<file path="config.mk">
export PLATFORM = sky130hd
export DESIGN_NAME = rr_mux_arbiter_flat
export DESIGN_NICKNAME = d
export VERILOG_FILES = /design/src/rtl/rr_mux_arbiter_if.sv /design/src/rtl/rr_mux_arbiter.sv /design/src/flat_wrapper.sv
export SDC_FILE = /design/constraint.sdc
export NUM_CORES = 1
export LEC_CHECK = 0
export ABC_AREA = 1
export CORE_ASPECT_RATIO = 1.1
export CORE_MARGIN = 5
export CORE_UTILIZATION = 42
export CTS_BUF_LIST = sky130_fd_sc_hd__clkbuf_8
export CTS_CLUSTER_SIZE = 24
export DETAILED_ROUTE_END_ITERATION = 7
export PLACE_DENSITY = 0.81
export SLEW_MARGIN = 10
export SYNTH_ARGS = -nofsm -noshare
export SYNTH_HDL_FRONTEND = slang
export SYNTH_SLANG_ARGS = --single-unit
</file>
<file path="constraint.sdc">
create_clock -name clk -period 2.6 [get_ports clk]
set_input_delay 0.78 -clock clk [delete_from_list [all_inputs] [get_ports clk]]
set_output_delay 0.78 -clock clk [all_outputs]
set_load 0.02 [all_outputs]
</file>
<file path="src/rtl/rr_mux_arbiter_if.sv">
// Bundle of request-side and output-side handshake signals for rr_mux_arbiter.
// The master modport is the environment (producers plus consumer); the slave modport is the arbiter.
interface rr_mux_arbiter_if #(
    parameter int W    = 4,
    parameter int N    = 4,
    parameter int SELW = $clog2(N)
);
    logic [N-1:0]    in_valid;
    logic [N*W-1:0]  in_data;
    logic [N-1:0]    in_ready;
    logic [SELW-1:0] sel;
    logic            out_valid;
    logic [W-1:0]    out_data;
    logic [SELW-1:0] out_src;
    logic            out_ready;

    modport master (
        output in_valid, in_data, out_ready,
        input  in_ready, sel, out_valid, out_data, out_src
    );

    modport slave (
        input  in_valid, in_data, out_ready,
        output in_ready, sel, out_valid, out_data, out_src
    );
endinterface

</file>
<file path="src/rtl/rr_mux_arbiter.sv">
// Round-robin arbiter that steers one of N requesters through the mux select
// into a single-entry registered output stage with valid/ready handshake.
module rr_mux_arbiter #(
    parameter int W    = 4,
    parameter int N    = 4,
    parameter int SELW = $clog2(N)
) (
    input logic             clk,
    input logic             rst_n,
    rr_mux_arbiter_if.slave bus
);
    logic [SELW-1:0] ptr_reg;
    logic [SELW-1:0] ptr_next;
    logic            out_valid_reg;
    logic [W-1:0]    out_data_reg;
    logic [SELW-1:0] out_src_reg;

    logic [SELW-1:0] sel_c;
    logic            any_valid;
    logic            load_en;
    logic            xfer;
    logic [N-1:0]    in_ready_c;
    logic [W-1:0]    data_arr [N];

    // Walk offsets from farthest to nearest so the nearest valid index past ptr wins.
    always_comb begin
        logic [SELW-1:0] idx;
        sel_c = ptr_reg;
        idx   = '0;
        for (int k = N - 1; k >= 0; k--) begin
            idx = ptr_reg + SELW'(k);
            if (bus.in_valid[idx]) begin
                sel_c = idx;
            end
        end
    end

    assign any_valid = |bus.in_valid;
    assign load_en   = !out_valid_reg || bus.out_ready;
    assign xfer      = rst_n && load_en && any_valid;
    assign ptr_next  = xfer ? sel_c + SELW'(1) : ptr_reg;

    genvar gi;
    generate
        for (gi = 0; gi < N; gi++) begin : g_req
            assign data_arr[gi]   = bus.in_data[gi*W +: W];
            assign in_ready_c[gi] = xfer && (sel_c == SELW'(gi));
        end
    endgenerate

    always_ff @(posedge clk or negedge rst_n) begin
        if (!rst_n) begin
            ptr_reg       <= '0;
            out_valid_reg <= 1'b0;
            out_data_reg  <= '0;
            out_src_reg   <= '0;
        end else begin
            ptr_reg <= ptr_next;
            if (xfer) begin
                out_valid_reg <= 1'b1;
                out_data_reg  <= data_arr[sel_c];
                out_src_reg   <= sel_c;
            end else if (out_valid_reg && bus.out_ready) begin
                // Drained with nothing to replace it: data and source keep their last values.
                out_valid_reg <= 1'b0;
            end
        end
    end

    assign bus.in_ready  = in_ready_c;
    assign bus.sel       = sel_c;
    assign bus.out_valid = out_valid_reg;
    assign bus.out_data  = out_data_reg;
    assign bus.out_src   = out_src_reg;
endmodule
</file>
<file path="src/flat_wrapper.sv">
// flat-port wrapper written by rule: the top's interface ports become plain ports
module rr_mux_arbiter_flat 
#(
    parameter int W    = 4,
    parameter int N    = 4,
    parameter int SELW = $clog2(N)
)
  (clk, rst_n, bus_in_valid, bus_in_data, bus_out_ready, bus_in_ready, bus_sel, bus_out_valid, bus_out_data, bus_out_src);
  rr_mux_arbiter_if #(.W(W), .N(N), .SELW(SELW)) bus_i ();
  input logic clk;
  input logic rst_n;
  input wire logic [$bits(bus_i.in_valid)-1:0] bus_in_valid;
  input wire logic [$bits(bus_i.in_data)-1:0] bus_in_data;
  input wire logic [$bits(bus_i.out_ready)-1:0] bus_out_ready;
  output wire logic [$bits(bus_i.in_ready)-1:0] bus_in_ready;
  output wire logic [$bits(bus_i.sel)-1:0] bus_sel;
  output wire logic [$bits(bus_i.out_valid)-1:0] bus_out_valid;
  output wire logic [$bits(bus_i.out_data)-1:0] bus_out_data;
  output wire logic [$bits(bus_i.out_src)-1:0] bus_out_src;
  assign bus_i.in_valid = bus_in_valid;
  assign bus_i.in_data = bus_in_data;
  assign bus_i.out_ready = bus_out_ready;
  assign bus_in_ready = bus_i.in_ready;
  assign bus_sel = bus_i.sel;
  assign bus_out_valid = bus_i.out_valid;
  assign bus_out_data = bus_i.out_data;
  assign bus_out_src = bus_i.out_src;
  rr_mux_arbiter #(.W(W), .N(N), .SELW(SELW)) u_core (.clk(clk), .rst_n(rst_n), .bus(bus_i));
endmodule
</file>
==> results by group, run 1 <==
Status
  • Outcome: finished, violations left
  • Failing checks: negative setup slack

Layout
  • Final nets: 224
  • Util after Layout: 0.973
  • Layout area overhead: 122%
  • Layout cells sized above 1: 0.575
  • Number of diodes: 0
  • Max FFs per register: 4

Critical path
  • Crit end category: primary output
  • CP Max Fanout: 8
  • R2r setup slk: -80 ps
  • Reg2reg end: u_core.bus.out_data[1]
  • Worst r2r path cells: 17
  • Worst path slowest cell: dfrtp_2
  • Cell Chain, Critical Path: inv_8, nand2_1, nand2_2, nand2_1, buf_4, nand3_2, a22oi_4, inv_2, nand2_2, inv_2, buf_6
  • CP peak stage delay: 530 ps
  • Critical path data arrival time: 2080 ps
  • Setup CP Type: reg -> out
  • R2r startpoint: u_core.ptr_reg[0]
  • CP required: 1820 ps
  • Startpoint types: flop

CTS
  • CTS root buf: clkbuf_8
  • Hold buffer count at CTS: 0
  • CTS tree: done
  • Worst skew pair latency: 240 ps
  • Clock-pin slew on the worst setup and hold paths: 50 ps
  • Clk buf depth: 2
  • H-tree depth: 1
  • CTS sink cnt: 9
  • CTS buffer count: 3

Timing
  • Final setup vio count: 11
  • Hold_ws: 507 ps
  • Period utilization: 1.10
  • Unrepaired setup endpoints after global routing: yes
  • Hold Vio Cnt, Final: 0
  • Skew final: 1.13 ps
  • Least-Margin Pin Slew: 380 ps
  • Slew Viols, Final: 0
  • Fmax: 349 MHz
  • Post-route worst setup slack: -262 ps
  • Normalized max-slew margin: 0.746
  • Final min period: 2860 ps

Global routing
  • Congestion Overflow GR: 0
  • Initial antenna violation count: 0
  • Pin count of the biggest net entering global routing: 10
  • Global-route wire length before repair: 4620 um
  • Vias in the first global route: 1053
  • Gr usage total: 0.223

Logic synthesis
  • Sequential-to-total area share from yosys stat: 0.289
  • Top cell type by total area after synthesis: dfrtp_1
  • Number of flops mapped to enable cells by yosys: 0
  • Commonest cells in the netlist: nand2_1, nand3_1, inv_1
  • Yosys warnings: 0
  • Post-Syn Area per Cell: 6.44 um^2
  • Flops & latches, synth: 9
  • Main flop type after synthesis: dfrtp_1
  • Area contributors post-synth: dfrtp_1, nand2_1, nand3_1
  • Gate Count Post-Synth: 121
  • Area share of the largest cell type after synthesis: 0.289
  • Count leader, synth: nand2_1
  • Async set-reset flop share out of synthesis: 1.00
  • Net count after synthesis: 144
  • Synth unique cells: 18
  • Syn Std Cell Area: 779 um^2

Detailed routing
  • DR pass1 iterations: 4
  • Routed Antenna Nets: 0
  • Number of remaining DRC errors: 0
  • 1st-iter DRT viols: 90
  • Vias post-DR: 1309
  • Metal-1 WL: 1640 um
  • DR vias/cell: 6.00
  • DR top layer: met4
  • Met3 wire len: 386 um
  • Met2 wire len: 2340 um
  • Wire per inst: 21.5 um
  • Routed wire length: 4680 um

Die
  • Row count: 16
  • Total core area: 1780 um^2
  • Die Ht: 55.2 um
  • Die extent in x: 51.1 um
  • Top Ports: 36
  • Initial Util: 0.438
  • Die area: 2820 um^2

Hold path
  • Hold_sp: u_core.bus.out_data[3]
  • HP Class: reg -> reg
  • Worst hold endpoint: u_core.bus.out_data[3]
  • Hold path depth: 2

Placement
  • Dpl ws: -1050 ps
  • Dpl hpwl: 1980 um
  • Placer Congestion: 0.889
  • I/O Buffers: 35

Pwr
  • Leakage: 0.000898 uW
  • PwrDens: 1720 nW/um^2
  • VDD IR max: 1.42 mV

Run
  • Max-Cap Viols: 0
## report_power, final
group          internal [uW]  switching (uW)  total (uW)
combinational           1190            1340        2530
clock                    103            58.5         162
sequential               207            81.5         289
## layer usage
layer	track usage	vias to the layer above
met5	0	-
met4	0.148	0
met3	0.0322	39
met2	0.395	111
met1	0.255	618
li1	-	541
## cell families (layout without fill, tap and decap cells)
family / after synthesis / in the layout / share of synthesized area
and+or+nand+nor: 88 / 88 / 0.533
AOI/OAI and AO/OA: 5 / 5 / 0.0562
buffers and inverters: 19 / 98 / 0.122
DFF: 9 / 9 / 0.289
## worst max-delay path: cells and delay by family, from the launching register on
kind	cells	cell delay [ps]
flip-flops	1	530
AO/OA/AOI/OAI	1	350
AND/OR/NAND/NOR	5	480
buffers and inverters	5	470
## per-stage QoR
| step | cell area (um^2) | std cells | power (uW) | TNS, ps |
|---|---|---|---|---|
| floorplan | 801 | 121 | 1210 | -25.4 |
| global placement | 1300 | 192 | 1770 | -5610 |
| detailed placement | 1300 | 192 | 1810 | -5870 |
| CTS | 1480 | 208 | 2250 | -496 |
| global route | 1730 | 218 | 3110 | -2780 |
| finish | 1730 | 218 | 2980 | -1640 |
## cell type report
cell class	instances	area, um^2
clock buffer	3	41.3
inverter	16	80.1
tap	18	22.5
sequential	9	226
timing repair buffer	78	727
clock inverter	1	3.75
fill	30	47.5
multi-input combinational	93	633
## what timing repair did
action	in CTS	in global routing
resized for setup	72	45
buffers inserted	12	12
pin swaps	18	24
setup endpoints to repair	6	11
## how the worst max path moves through the flow
stage                            from               to  slack, ps
CTS                   bus_in_valid[2]  bus_in_ready[0]       -130
detailed placement    bus_in_valid[1]  bus_in_ready[0]      -1050
global route        u_core.ptr_reg[0]  bus_in_ready[2]       -360
finish              u_core.ptr_reg[0]  bus_in_ready[1]       -260
global placement      bus_in_valid[1]  bus_in_ready[0]      -1000
floorplan             bus_in_valid[3]  bus_in_ready[0]        -30
## cell usage in the layout, fill, tap and decap left out, drive strengths merged
master          n
buf            53
nand2          53
nand3          26
clkdlybuf4s50  24
inv            16
dfrtp           9
nor2            7
clkbuf          3
o21ai           2
clkinv          1
and2            1
a22oi           1
nand4           1
a21oi           1
o211ai          1
dlymetal6s2s    1
Note: power is estimated with default switching activity, not from simulation.
==> run 2, diff against run 1 <==
--- a/config.mk
+++ b/config.mk
@@ -6,13 +6,16 @@
 export NUM_CORES = 1
 export LEC_CHECK = 0
 export ABC_AREA = 1
+export CELL_PAD_IN_SITES_DETAIL_PLACEMENT = 0
+export CELL_PAD_IN_SITES_GLOBAL_PLACEMENT = 1
 export CORE_ASPECT_RATIO = 1.1
 export CORE_MARGIN = 5
-export CORE_UTILIZATION = 42
+export CORE_UTILIZATION = 28
 export CTS_BUF_LIST = sky130_fd_sc_hd__clkbuf_8
+export CTS_CLUSTER_DIAMETER = 60
 export CTS_CLUSTER_SIZE = 24
 export DETAILED_ROUTE_END_ITERATION = 7
-export PLACE_DENSITY = 0.81
+export PLACE_DENSITY_LB_ADDON = 0.1
 export SLEW_MARGIN = 10
 export SYNTH_ARGS = -nofsm -noshare
 export SYNTH_HDL_FRONTEND = slang
==> run 2 against run 1 <==
  * Total power down 17%
  * Design area shrank 2.6%
  * Utilization fell by 35 points
  * Register-to-register slack better by 640 ps
  * Critical path depth unchanged
  * Sequential power decreased by 4%
  * Clock skew grew 2.7 ps
  * Die area increased by 40%
  * Setup slack improved by 150 ps
  * The flow still finishes with violations (negative setup slack)
  * Largest power group unchanged
  * Non-clock buffer count is 2 lower
==> results by group, run 2 (synthesis gave the netlist of run 1 again) <==
Timing
  • Skew final: 3.80 ps
  • Hold Vio Cnt, Final: 0
  • Unrepaired setup endpoints after global routing: yes
  • Post-route worst setup slack: -107 ps
  • Final min period: 2710 ps
  • Normalized max-slew margin: 0.803
  • Slew Viols, Final: 0
  • Period utilization: 1.04
  • Final setup vio count: 6
  • Fmax: 369 MHz
  • Least-Margin Pin Slew: 295 ps
  • Setup TNS: -485 ps

Status
  • Failing checks: negative setup slack
  • Outcome: finished, violations left

CTS
  • CTS tree: done
  • Clk buf depth: 2
  • CTS buffer count: 3
  • CTS root buf: clkbuf_8
  • Worst skew pair latency: 230 ps
  • CTS sink cnt: 9
  • Clock-pin slew on the worst setup and hold paths: 40 ps
  • H-tree depth: 1

Detailed routing
  • Number of remaining DRC errors: 0
  • 1st-iter DRT viols: 24
  • DR pass1 iterations: 4
  • DR vias/cell: 4.48
  • Routed wire length: 2730 um
  • Routed Antenna Nets: 0
  • Vias post-DR: 1036
  • Wire per inst: 11.8 um

Die
  • Total core area: 2730 um^2
  • Initial Util: 0.286
  • Die extent in x: 60.3 um
  • Top Ports: 36
  • Die Ht: 65.3 um
  • Die area: 3940 um^2
  • Row count: 20

Global routing
  • Initial antenna violation count: 0
  • Pin count of the biggest net entering global routing: 10
  • Global-route wire length before repair: 4650 um
  • Vias in the first global route: 1045
  • Congestion Overflow GR: 0
  • Gr usage total: 0.152

Critical path
  • Setup CP Type: in -> out
  • CP peak stage delay: 180 ps
  • Startpoint types: input port
  • Most used cell, CP: buf_6
  • Worst path slowest cell: and2_4
  • Critical path data arrival time: 1930 ps
  • CP top delay family: buffers and inverters
  • CP Max Fanout: 5
  • Crit end category: primary output
  • WP buf/inv: 6
  • Cell Chain, Critical Path: buf_8, inv_4, nand2_4, and2_4, buf_6, nor2_4, a22oi_4, buf_6, buf_4, nor2_4, buf_6
  • CP required: 1820 ps

Pwr
  • Sw frac: 0.459
  • Clock power frac: 0.063
  • Flop pwr share: 0.112
  • Leakage: 0.000869 uW
  • Logic pwr share: 0.824
  • Psw: 1140 uW
  • Int Power: 1340 uW
  • VDD IR max: 0.757 mV
  • PwrDens: 1470 nW/um^2

Placement
  • Placed inst area: 1330 um^2
  • I/O Buffers: 35
  • Placer Congestion: 0.812
  • Dpl hpwl: 1990 um

Layout
  • Max FFs per register: 4
  • Layout area overhead: 117%
  • Most frequent cells in the layout: buf_4, nand2_1, clkdlybuf4s50_1
  • Post-route cell area: 1690 um^2
  • Number of diodes: 0
  • Layout cells sized above 1: 0.525
  • Final nets: 222
  • Commonest non-fill, non-tap cell in the layout: buf_4

Run
  • Max-Cap Viols: 0

Hold path
  • HP Class: reg -> reg
run 2: changes by cell type in the layout (fill, tap and decap cells not counted), sizes merged:
cell / change
clkdlybuf4s50: +1
clkinv: -1
inv: +1
dlymetal6s2s: -1
buf: -2
run 2: cell type report:
| cell class | instances | area [um^2] |
|---|---|---|
| fill | 259 | 1040 |
| timing repair buffer | 76 | 701 |
| multi-input combinational | 93 | 601 |
| sequential | 9 | 226 |
| inverter | 16 | 75.1 |
| clock buffer | 3 | 41.3 |
| tap | 33 | 41.3 |
| clock inverter | 1 | 3.75 |
run 2: final timing paths:
kind | endpoint | startpoint | cells after the start | slack, ps
max | bus_in_ready[0] | bus_in_valid[3] | 11 | -110
min | u_core.bus.out_data[0] | u_core.bus.out_data[0] | 2 | 480
max reg2reg | u_core.bus.out_data[3] | u_core.ptr_reg[0] | 17 | 560
min reg2reg | u_core.bus.out_data[0] | u_core.bus.out_data[0] | 2 | 480
max in group asynchronous | u_core.ptr_reg[0] | rst_n | 2 | 1520
min in group asynchronous | u_core.bus.out_valid | rst_n | 2 | 940
run 2: per-stage QoR:
stage | setup WS (ps) | power, uW | hold WS, ps | instances | util
6_report | -107 | 2480 | 480 | 231 | 0.619
5_1_grt | -191 | 2690 | 509 | 231 | 0.619
4_1_cts | -131 | 2300 | 480 | 224 | 0.570
3_5_place_dp | -1070 | 1830 | 468 | 209 | 0.489
3_3_place_gp | -1070 | 1830 | 466 | 209 | 0.489
2_1_floorplan | -25.4 | 1210 | 484 | 121 | -
run 2: worst min-delay path, stage by stage (launching register included):
cell,delay (ps)
dfrtp_1,330
nand2_1,50
nand2_1,60
run 2: routing by layer:
layer,part of all wire,GRT usage
met4,0.018,0.0277
met3,0.041,0.0354
met2,0.55,0.268
met5,0,0
met1,0.39,0.185
run 2: repair_timing:
action,in CTS,in global routing
buffers inserted,11,7
hold buffers,0,0
resized for setup,83,24
endpoints found under the setup margin,6,6
pin swaps,21,20
run 2: power by group through the flow:
stage	Combinational, uW	Sequential, uW	Clock (uW)
2_1_floorplan	910	303	0
5_1_grt	2220	290	171
3_5_place_dp	1570	267	0
6_report	2040	278	157
3_3_place_gp	1560	269	0
4_1_cts	1870	272	158
